File: src/rtl/exe_issue_ctrl.sv
// Issue/hazard controller between decode and the execute operand latch.
// Produces operand forwarding selects, sequences multi-cycle MUL ops and tracks EX/WB producers.
module exe_issue_ctrl #(
  parameter logic [4:0]  MUL_OPCODE = 5'b01000,
  parameter int unsigned MC_LAT     = 4,
  parameter logic [4:0]  NOP_OPCODE = 5'b00000
) (
  input  logic       clk,
  input  logic       reset,
  input  logic       flush,
  input  logic       dec_valid,
  output logic       dec_ready,
  input  logic [4:0] dec_opcode,
  input  logic [3:0] dec_dest,
  input  logic [3:0] dec_s1,
  input  logic [3:0] dec_s2,
  output logic       iss_valid,
  output logic [4:0] iss_opcode,
  output logic [3:0] iss_dest,
  output logic [1:0] fwd_a_sel,
  output logic [1:0] fwd_b_sel,
  output logic       mc_start,
  output logic       mc_done,
  output logic       wb_en,
  output logic [3:0] wb_dest
);

  typedef enum logic [1:0] {
    RUN     = 2'd0,
    MC_BUSY = 2'd1,
    MC_DONE = 2'd2
  } state_t;

  state_t     state_q, state_d;
  logic [3:0] cnt_q, cnt_d;
  logic       iss_valid_q, iss_valid_d;
  logic [4:0] iss_opcode_q, iss_opcode_d;
  logic [3:0] iss_dest_q, iss_dest_d;
  logic [1:0] fwd_a_q, fwd_a_d;
  logic [1:0] fwd_b_q, fwd_b_d;
  logic       mc_start_q, mc_start_d;
  logic [3:0] mul_dest_q, mul_dest_d;
  logic       ex_en_q, ex_en_d;
  logic [3:0] ex_dest_q, ex_dest_d;
  logic       wb_en_q, wb_en_d;
  logic [3:0] wb_dest_q, wb_dest_d;

  logic accept;
  logic is_mul;
  logic dec_writes;

  // EX producer beats WB producer; r0 is never a producer.
  function automatic logic [1:0] sel_for(input logic [3:0] s,
                                         input logic xe, input logic [3:0] xd,
                                         input logic we, input logic [3:0] wd);
    if (s != 4'd0 && xe && s == xd)      return 2'b01;
    else if (s != 4'd0 && we && s == wd) return 2'b10;
    else                                 return 2'b00;
  endfunction

  assign dec_ready  = (state_q != MC_BUSY) && !reset;
  assign accept     = dec_valid && dec_ready;
  assign is_mul     = (dec_opcode == MUL_OPCODE);
  assign dec_writes = (dec_opcode != NOP_OPCODE) && !is_mul && (dec_dest != 4'd0);

  always_comb begin
    state_d      = state_q;
    cnt_d        = cnt_q;
    iss_valid_d  = 1'b0;
    iss_opcode_d = iss_opcode_q;
    iss_dest_d   = iss_dest_q;
    fwd_a_d      = fwd_a_q;
    fwd_b_d      = fwd_b_q;
    mc_start_d   = 1'b0;
    mul_dest_d   = mul_dest_q;
    ex_en_d      = 1'b0;
    ex_dest_d    = ex_dest_q;
    wb_en_d      = ex_en_q;
    wb_dest_d    = ex_dest_q;

    case (state_q)
      MC_BUSY: begin
        cnt_d = cnt_q - 4'd1;
        // The MUL becomes the EX producer only in the cycle its result is valid.
        if (cnt_q == 4'd1) begin
          state_d   = MC_DONE;
          ex_en_d   = (mul_dest_q != 4'd0);
          ex_dest_d = mul_dest_q;
        end
      end
      MC_DONE: state_d = RUN;
      default: ;
    endcase

    if (flush) begin
      state_d     = RUN;
      cnt_d       = '0;
      iss_valid_d = 1'b0;
      mc_start_d  = 1'b0;
      ex_en_d     = 1'b0;
      wb_en_d     = 1'b0;
    end else if (accept) begin
      iss_valid_d  = 1'b1;
      iss_opcode_d = dec_opcode;
      iss_dest_d   = dec_dest;
      fwd_a_d      = sel_for(dec_s1, ex_en_q, ex_dest_q, wb_en_q, wb_dest_q);
      fwd_b_d      = sel_for(dec_s2, ex_en_q, ex_dest_q, wb_en_q, wb_dest_q);
      if (is_mul) begin
        state_d    = MC_BUSY;
        cnt_d      = 4'(MC_LAT - 1);
        mc_start_d = 1'b1;
        mul_dest_d = dec_dest;
      end else if (dec_writes) begin
        ex_en_d   = 1'b1;
        ex_dest_d = dec_dest;
      end
    end
  end

  always_ff @(posedge clk) begin
    if (reset) begin
      state_q      <= RUN;
      cnt_q        <= '0;
      iss_valid_q  <= 1'b0;
      iss_opcode_q <= '0;
      iss_dest_q   <= '0;
      fwd_a_q      <= '0;
      fwd_b_q      <= '0;
      mc_start_q   <= 1'b0;
      mul_dest_q   <= '0;
      ex_en_q      <= 1'b0;
      ex_dest_q    <= '0;
      wb_en_q      <= 1'b0;
      wb_dest_q    <= '0;
    end else begin
      state_q      <= state_d;
      cnt_q        <= cnt_d;
      iss_valid_q  <= iss_valid_d;
      iss_opcode_q <= iss_opcode_d;
      iss_dest_q   <= iss_dest_d;
      fwd_a_q      <= fwd_a_d;
      fwd_b_q      <= fwd_b_d;
      mc_start_q   <= mc_start_d;
      mul_dest_q   <= mul_dest_d;
      ex_en_q      <= ex_en_d;
      ex_dest_q    <= ex_dest_d;
      wb_en_q      <= wb_en_d;
      wb_dest_q    <= wb_dest_d;
    end
  end

  assign iss_valid  = iss_valid_q;
  assign iss_opcode = iss_opcode_q;
  assign iss_dest   = iss_dest_q;
  assign fwd_a_sel  = fwd_a_q;
  assign fwd_b_sel  = fwd_b_q;
  assign mc_start   = mc_start_q;
  assign mc_done    = (state_q == MC_DONE);
  assign wb_en      = wb_en_q;
  assign wb_dest    = wb_dest_q;

endmodule

File: config.mk
export PLATFORM = sky130hd
export DESIGN_NAME = exe_issue_ctrl
export DESIGN_NICKNAME = d
export VERILOG_FILES = /design/src/rtl/exe_issue_ctrl.sv
export SDC_FILE = /design/constraint.sdc
export NUM_CORES = 1
export LEC_CHECK = 0
export ABC_AREA = 0
export CAP_MARGIN = 20
export CELL_PAD_IN_SITES_DETAIL_PLACEMENT = 1
export CELL_PAD_IN_SITES_GLOBAL_PLACEMENT = 1
export CORE_MARGIN = 2
export CORE_UTILIZATION = 40
export DETAILED_ROUTE_END_ITERATION = 12
export DONT_BUFFER_PORTS = 1
export GPL_TIMING_DRIVEN = 0
export HOLD_SLACK_MARGIN = 0.05
export PLACE_DENSITY = 0.8
export SYNTH_ARGS = -nofsm -noshare
export SYNTH_HDL_FRONTEND = slang
export SYNTH_SLANG_ARGS = --single-unit
File: constraint.sdc
create_clock -name clk -period 2.2 [get_ports clk]
set_input_delay 0.22 -clock clk [delete_from_list [all_inputs] [get_ports clk]]
set_output_delay 0.22 -clock clk [all_outputs]
set_load 0.005 [all_outputs]
======== Word-level counts from Yosys, hierarchy flattened ========
Index checks and enable logic that the tools add are counted.
word-level totals
  bits in registers ....................... 35
  bits of input ports ..................... 21
  output and inout bits ................... 22
cells by class
  add/sub/neg operators ................... 1
  equal/unequal tests ..................... 9
  muxes and demuxes ....................... 24
  bitwise gates (word level) .............. 2
  reduce and logical (&&, ||, !) cells .... 23
operators with widths
  kind                                                    number
  2-to-1 mux 4 bit                                        9
  == test 4 bit                                           4
  nonzero test 4 bit                                      4
  2-to-1 mux 2 bit                                        7
  logical AND 1 bit                                       12
  2-to-1 mux 1 bit                                        7
  == test 5 x 4 -> 1 bit (second input constant)          1
  nonzero test 5 bit                                      1
  == test 4 x 1 -> 1 bit (second input constant)          1
  case mux 2 bit (2 select lines)                         1
  subtractor 4 x 1 -> 4 bit (second input constant)       1
  AND reduction 3 bit                                     1
  OR reduction 3 bit                                      1
  == test 2 x 1 -> 1 bit (second input constant)          1
  == test 2 bit (second input constant)                   1
  logical NOT 1 bit                                       2
  inequality test 2 x 1 -> 1 bit (second input constant)  1
  inverter 1 bit                                          2
  AND reduction 2 bit                                     1
  OR reduction 2 bit                                      1

======== Logic depth before layout (Yosys ltp) ========
Gate-level depths: netlist (run 1).
  depth in word-level cells ............... 8
  depth in mapped cells ................... 8
  depth with buffers taken out ............ 7

======== Least setup slack after synthesis (run 1) ========
OpenSTA, ideal clock, no wires.
  kind .................................... reg2reg
  start ................................... register state_q[1]
  end ..................................... register ex_dest_q[0]
  arrival ................................. 1.845 ns
  required time ........................... 2.063 ns
  setup slack ............................. 0.218 ns
  stages on the path, launching flop included .. 9
  period minus slack after synthesis ...... 1.982 ns
  path through ............................ dfxtp_1 > inv_1 > ha_1 > or4b_1 > buf_2 > or3_1 > buf_6 > nor2_1 > a211oi_2
on the way
  word-level cells in the longest chain between the ends .. 6
  elaborated cells on any way between the ends .. 9
RTL lines
  what                      RTL line  RTL
  start: declaration        34        state_t state_q, state_d;
  start signal: assignment  136       state_q <= state_d;
  == test 2 x 1 -> 1 bit    81        case (state_q)
  2-to-1 mux 4 bit          81
  2-to-1 mux 4 bit          113       end else if (dec_writes) begin
  2-to-1 mux 4 bit          108       if (is_mul) begin
  2-to-1 mux 4 bit          102       end else if (accept) begin
  2-to-1 mux 4 bit *        95        if (flush) begin
  end signal: assignment    146       ex_dest_q <= ex_dest_d;
  end: declaration          44        logic [3:0] ex_dest_q, ex_dest_d;
Every way passes the cells marked *; elsewhere a longest branch is shown, timed or not.
A chain may end at the register's enable or synchronous reset.

======== Worst setup path in the final report (run 1) ========
  start ................................... register state_q[1]
  end ..................................... register ex_dest_q[1]
The elaborated chain is that of the path after synthesis.

==> flow_metrics.tcl, run 1 <==
set metrics [dict create \
    synthFlopType "dfxtp_1" \
    vias_per_cell 5.37 \
    cts_buffers 5 \
    power_leakage_nw 0.632 \
    final_max_slew_viol_count 0 \
    setup_slack_ns 0.0652 \
    synth_edf_count 0 \
    io-pin-count 43 \
    cts_tree "done" \
    cts.htree.levels 2 \
    overflow 0 \
    track_usage 0.193 \
    yosysMostFrequentCell "dfxtp_1" \
    max_freq_ghz 0.468 \
    wl_per_cell_um 17.0 \
    place_ws_ns -0.0885 \
    netlist.area_leader.share 0.442 \
    hp-start "dec_dest[2]" \
    port_buffers 0 \
    drive_gt1_frac 0.0963 \
    ys_seq_area_frac 0.442 \
    async_flop_share 0 \
    vias 1263 \
    reg2reg_from "state_q[1]" \
    drt-initial-drc-count 43 \
    tightest_slew_ns 1.05 \
    whs_path_depth 2 \
    holdPathEnd "iss_dest[2]" \
    die_h_um 67.0 \
    ant_nets 0 \
    clk_pin_slew_ns 0.07 \
    start_kind "register" \
    dp_hpwl_mm 3.06 \
    synth_seq_cells 35 \
    crit_type "reg -> reg" \
    reg2reg_depth 8 \
    holdBufCountCts 0 \
    period_minus_slack_ns 2.13 \
    p_per_area_mw_per_mm2 677 \
    root_buffer "clkbuf_8" \
    worstPathMaxFanout 8 \
    grt_pass1_vias 1372 \
    nets 211 \
    min_path_type "in -> reg" \
    grt_pass1_wl_mm 6.29 \
    avgSynthCellArea_um2 8.86 \
    n_fill_cell 466 \
    synth_area_mm2 0.00159 \
    post_dp_cell_area_mm2 0.00165 \
    synth_fp_nets 204 \
    antenna_found_initial 0 \
    die-area_mm2 0.00449 \
    coreArea_mm2 0.00374 \
    relSlewSlack 0.296 \
    finalHoldViolCount 0 \
    first_pass_iters 4 \
    fp-row-count 22 \
    yosysUniqueCellTypes 35 \
    holdWs_ns 0.0677 \
    antenna_cells 0 \
    gp_congestion 0.850 \
    die_width_um 67.0 \
    status "complete, no violations" \
    fin_worst_skew_ns 0.00367 \
    synthTopCellsByCount "dfxtp_1, nand2_1, a21oi_1, nor2_1" \
    cp.required_ns 2.35 \
    r2r_end "ex_dest_q[1]" \
    rrSetupSlack_ns 0.07 \
    cts.path.max_buffers 2 \
    syn_inst 179 \
    cts_sinks 35 \
    rsz0062_at_grt "false" \
    stdcell_area_mm2 0.00175 \
    clk_latency_ns 0.28 \
    vdd_drop_max_uv 326 \
    setup_violations 0 \
    min_period_over_period 0.970 \
    ys_warn_count 0 \
    syn_to_final_growth_pct 10.6 \
    critPathCaptureType "register" \
    grt_max_degree 11 \
    synthTopCellsByArea "dfxtp_1, nand2_1, mux2i_1" \
    maxCapViolations 0 \
    wl_mm 4.00 \
    start_util 0.424 \
    crit_arrival_ns 2.28 \
    finalPower_mw 1.19 \
    synth_area_leader_cell "dfxtp_1" \
    drc 0 \
]
==> worst max-delay path by stage <==
stage | to | slack [ns] | startpoint | cells past startpoint
after global routing | ex_dest_q[3] | 0.009 | state_q[1] | 8
after detailed placement | mul_dest_q[3] | -0.09 | state_q[1] | 8
after floorplan | ex_dest_q[0] | 0.22 | state_q[1] | 8
final | ex_dest_q[1] | 0.07 | state_q[1] | 8
after global placement | mul_dest_q[1] | -0.03 | state_q[1] | 8
after CTS | mul_dest_q[3] | 0.03 | state_q[1] | 8
==> power breakdown <==
part	total [mW]	internal, mW	switching [mW]
combinational	0.0823	0.0374	0.0449
clock	0.441	0.222	0.219
sequential	0.663	0.648	0.0155
==> per-layer routing <==
layer,global-route usage,wire (µm)
met1,0.219,1680
met2,0.334,1960
met3,0.0726,303
met4,0.0612,53
met5,0,0
==> stage by stage <==
stage | util | TNS [ns] | std cells
2_1_floorplan | - | 0 | 179
3_3_place_gp | 0.440 | -0.126 | 227
3_5_place_dp | 0.440 | -0.324 | 227
4_1_cts | 0.463 | 0 | 235
5_1_grt | 0.469 | 0 | 235
6_report | 0.469 | 0 | 235
==> critical path: stages (launching register included) <==
cell and delay, ns:
dfxtp_2 0.33, inv_1 0.05, ha_1 0.20, or4b_1 0.55, buf_6 0.16, or3_1 0.39, buf_6 0.15, nor2_1 0.11
a211oi_2 0.06
==> cell type report <==
type / instances / area [µm²] / area share
well taps: 48 / 60.1 / 0.0342
plain buffers: 9 / 50.0 / 0.0285
multi-input cells: 129 / 835 / 0.476
clock buffers: 7 / 76.3 / 0.0435
clock inverters: 1 / 5.00 / 0.00285
flip-flops and latches: 35 / 702 / 0.400
inverters: 6 / 26.3 / 0.0150
==> flip-flops by register name, summed over array words and instances (netlist names), 2 cells and up <==
register    flops
iss_opcode      5
cnt_q           4
ex_dest_q       4
iss_dest        4
mul_dest_q      4
wb_dest         4
fwd_a_sel       2
fwd_b_sel       2
state_q         2
==> placed cells by master, fill, tap and decap left out, drive strengths merged, types with 2 or more instances in the layout <==
cell type  netlist  layout
a211oi           5       5
a21oi           15      15
and2             2       2
buf              4       4
clkbuf           5      12
dfxtp           35      35
ha               4       4
inv              6       5
mux2i            8       8
nand2           27      27
nand3            2       2
nand4            2       2
nor2            15      15
nor2b            5       5
nor3             3       3
nor3b            2       2
nor4             4       4
o21ai            3       3
o31ai            2       2
o41ai            2       2
or3              3       3
xnor2            8       8
xor2             8       8
==> logic make-up (layout without fill, tap and decap cells) <==
kind of cell / after synthesis / count (layout) / share of synthesized area
AOI/OAI and AO/OA: 30 / 30 / 0.129
xor gates and xnor gates: 16 / 16 / 0.0883
adders and majority gates: 4 / 4 / 0.0315
buffers and inverters: 15 / 23 / 0.0418
DFF: 35 / 35 / 0.442
muxes: 8 / 8 / 0.0505
and+or+nand+nor: 71 / 71 / 0.217
==> repair_timing <==
| item | CTS | global route |
|---|---|---|
| endpoints found under the setup margin | 4 | 9 |
| setup buffers | 0 | 0 |
| resized for setup | 1 | 7 |
No activity file was read; power rests on OpenSTA's default activity.
==> inputs of run 2 (changes only) <==
Settings changed: CORE_UTILIZATION 40 to 45, PLACE_DENSITY 0.8 to 0.87.
==> run 2 against run 1 <==
  * Global-route usage up 5.5 points
  * Largest cell class unchanged
  * Highest routed layer unchanged
  * Sequential power about the same
  * Clock power down 22%
==> flow_metrics.tcl, run 2 (synthesis gave the netlist of run 1 again) <==
set metrics [dict create \
    finalPower_mw 1.11 \
    die_h_um 63.4 \
    whs_path_depth 2 \
    min_path_type "in -> reg" \
    holdWs_ns 0.0625 \
    fin_worst_skew_ns 0.00954 \
    cts.path.max_buffers 2 \
    vias_per_cell 5.75 \
    antenna_cells 0 \
    min_period_over_period 0.972 \
    vdd_drop_max_uv 289 \
    overflow 0 \
    start_util 0.472 \
    cts_buffers 5 \
    ant_nets 0 \
    die_width_um 63.4 \
    nets 220 \
    max_freq_ghz 0.467 \
    status "complete, no violations" \
    crit_start "state_q[1]" \
    drt-initial-drc-count 51 \
    relSlewSlack 0.298 \
    vias 1391 \
    stdcell_area_mm2 0.00182 \
    tightest_slew_ns 1.04 \
    antenna_found_initial 0 \
    clk_latency_ns 0.34 \
    post_dp_cell_area_mm2 0.00164 \
    port_buffers 0 \
    drc 0 \
    gp_congestion 0.860 \
    rsz0062_at_grt "false" \
    grt_max_degree 12 \
    grt_pass1_wl_mm 7.57 \
    setup_violations 0 \
    cp.required_ns 2.42 \
    io-pin-count 43 \
    root_buffer "clkbuf_4" \
    setup_tns_ns 0 \
    crit_type "reg -> reg" \
    clk_pin_slew_ns 0.11 \
    dp_hpwl_mm 3.32 \
    finalHoldViolCount 0 \
    drive_gt1_frac 0.112 \
    cts_sinks 35 \
    rrSetupSlack_ns 0.06 \
    final_max_slew_viol_count 0 \
    p_per_area_mw_per_mm2 609 \
    n_fill_cell 414 \
    wl_mm 4.70 \
    die-area_mm2 0.00402 \
    final_cell_mix "dfxtp_1, nand2_1, a21oi_1" \
    crit_arrival_ns 2.35 \
    track_usage 0.248 \
    setup_slack_ns 0.0609 \
    worstPathMaxFanout 8 \
    fp-row-count 21 \
    start_kind "register" \
    cts_tree "done" \
    cts.htree.levels 2 \
    period_minus_slack_ns 2.14 \
    reg2reg_from "state_q[1]" \
    largest_reg_flops 5 \
    grt_pass1_vias 1540 \
    place_ws_ns -0.168 \
    r2r_end "ex_dest_q[2]" \
    post_cts_buffers 0 \
    critPathCaptureType "register" \
    hp-start "dec_dest[0]" \
    holdPathEnd "ex_dest_q[0]" \
    reg2reg_depth 8 \
    final_util 0.541 \
    maxCapViolations 0 \
    final_common_cell "dfxtp_1" \
    dp_cells 225 \
    syn_to_final_growth_pct 14.7 \
    final_cells 242 \
    first_pass_iters 4 \
    power_leakage_nw 0.662 \
    wl_per_cell_um 19.4 \
    coreArea_mm2 0.00336 \
]
run 2: per-layer routing:
layer	track usage	vias up	share of wire
met5	0	-	0
met4	0.125	0	0.024
met3	0.0643	9	0.054
met2	0.453	41	0.54
met1	0.261	697	0.38
li1	-	644	-
run 2: worst max path at each step:
stage,to,slack (ns),cells past startpoint
2_1_floorplan,ex_dest_q[0],0.22,8
3_3_place_gp,mul_dest_q[3],-0.02,8
3_5_place_dp,mul_dest_q[1],-0.17,8
4_1_cts,ex_dest_q[0],0.004,8
5_1_grt,ex_dest_q[2],0.0006,8
6_report,ex_dest_q[2],0.06,8
run 2: layout make-up:
| type | count | area, µm² | share of cell area |
|---|---|---|---|
| clock buffer | 6 | 41.3 | 0.0227 |
| buffer | 9 | 48.8 | 0.0268 |
| tap | 46 | 57.6 | 0.0316 |
| clock inverter | 2 | 12.5 | 0.00687 |
| multi-input combinational | 129 | 846 | 0.465 |
| timing repair buffer | 9 | 90.1 | 0.0495 |
| inverter | 6 | 22.5 | 0.0124 |
| sequential | 35 | 702 | 0.386 |
run 2: report_power, final:
group / switching [mW] / internal, mW
Sequential: 0.0158 / 0.648
Clock: 0.220 / 0.123
Combinational: 0.0533 / 0.0485
run 2: worst max-delay path, stage by stage, from the launching register on:
cell and delay, ns:
dfxtp_2 0.35, inv_1 0.05, ha_2 0.18, or4b_4 0.53
buf_4 0.17, or3_1 0.39, buf_6 0.16, nor2_1 0.12
a211oi_2 0.06
run 2: repair_timing:
| action | 4_1_cts | 5_1_grt |
|---|---|---|
| endpoints found under the setup margin | 5 | 18 |
| resized for setup | 4 | 6 |
| endpoints found under the hold margin | 13 | 0 |
| hold buffers | 9 | 0 |
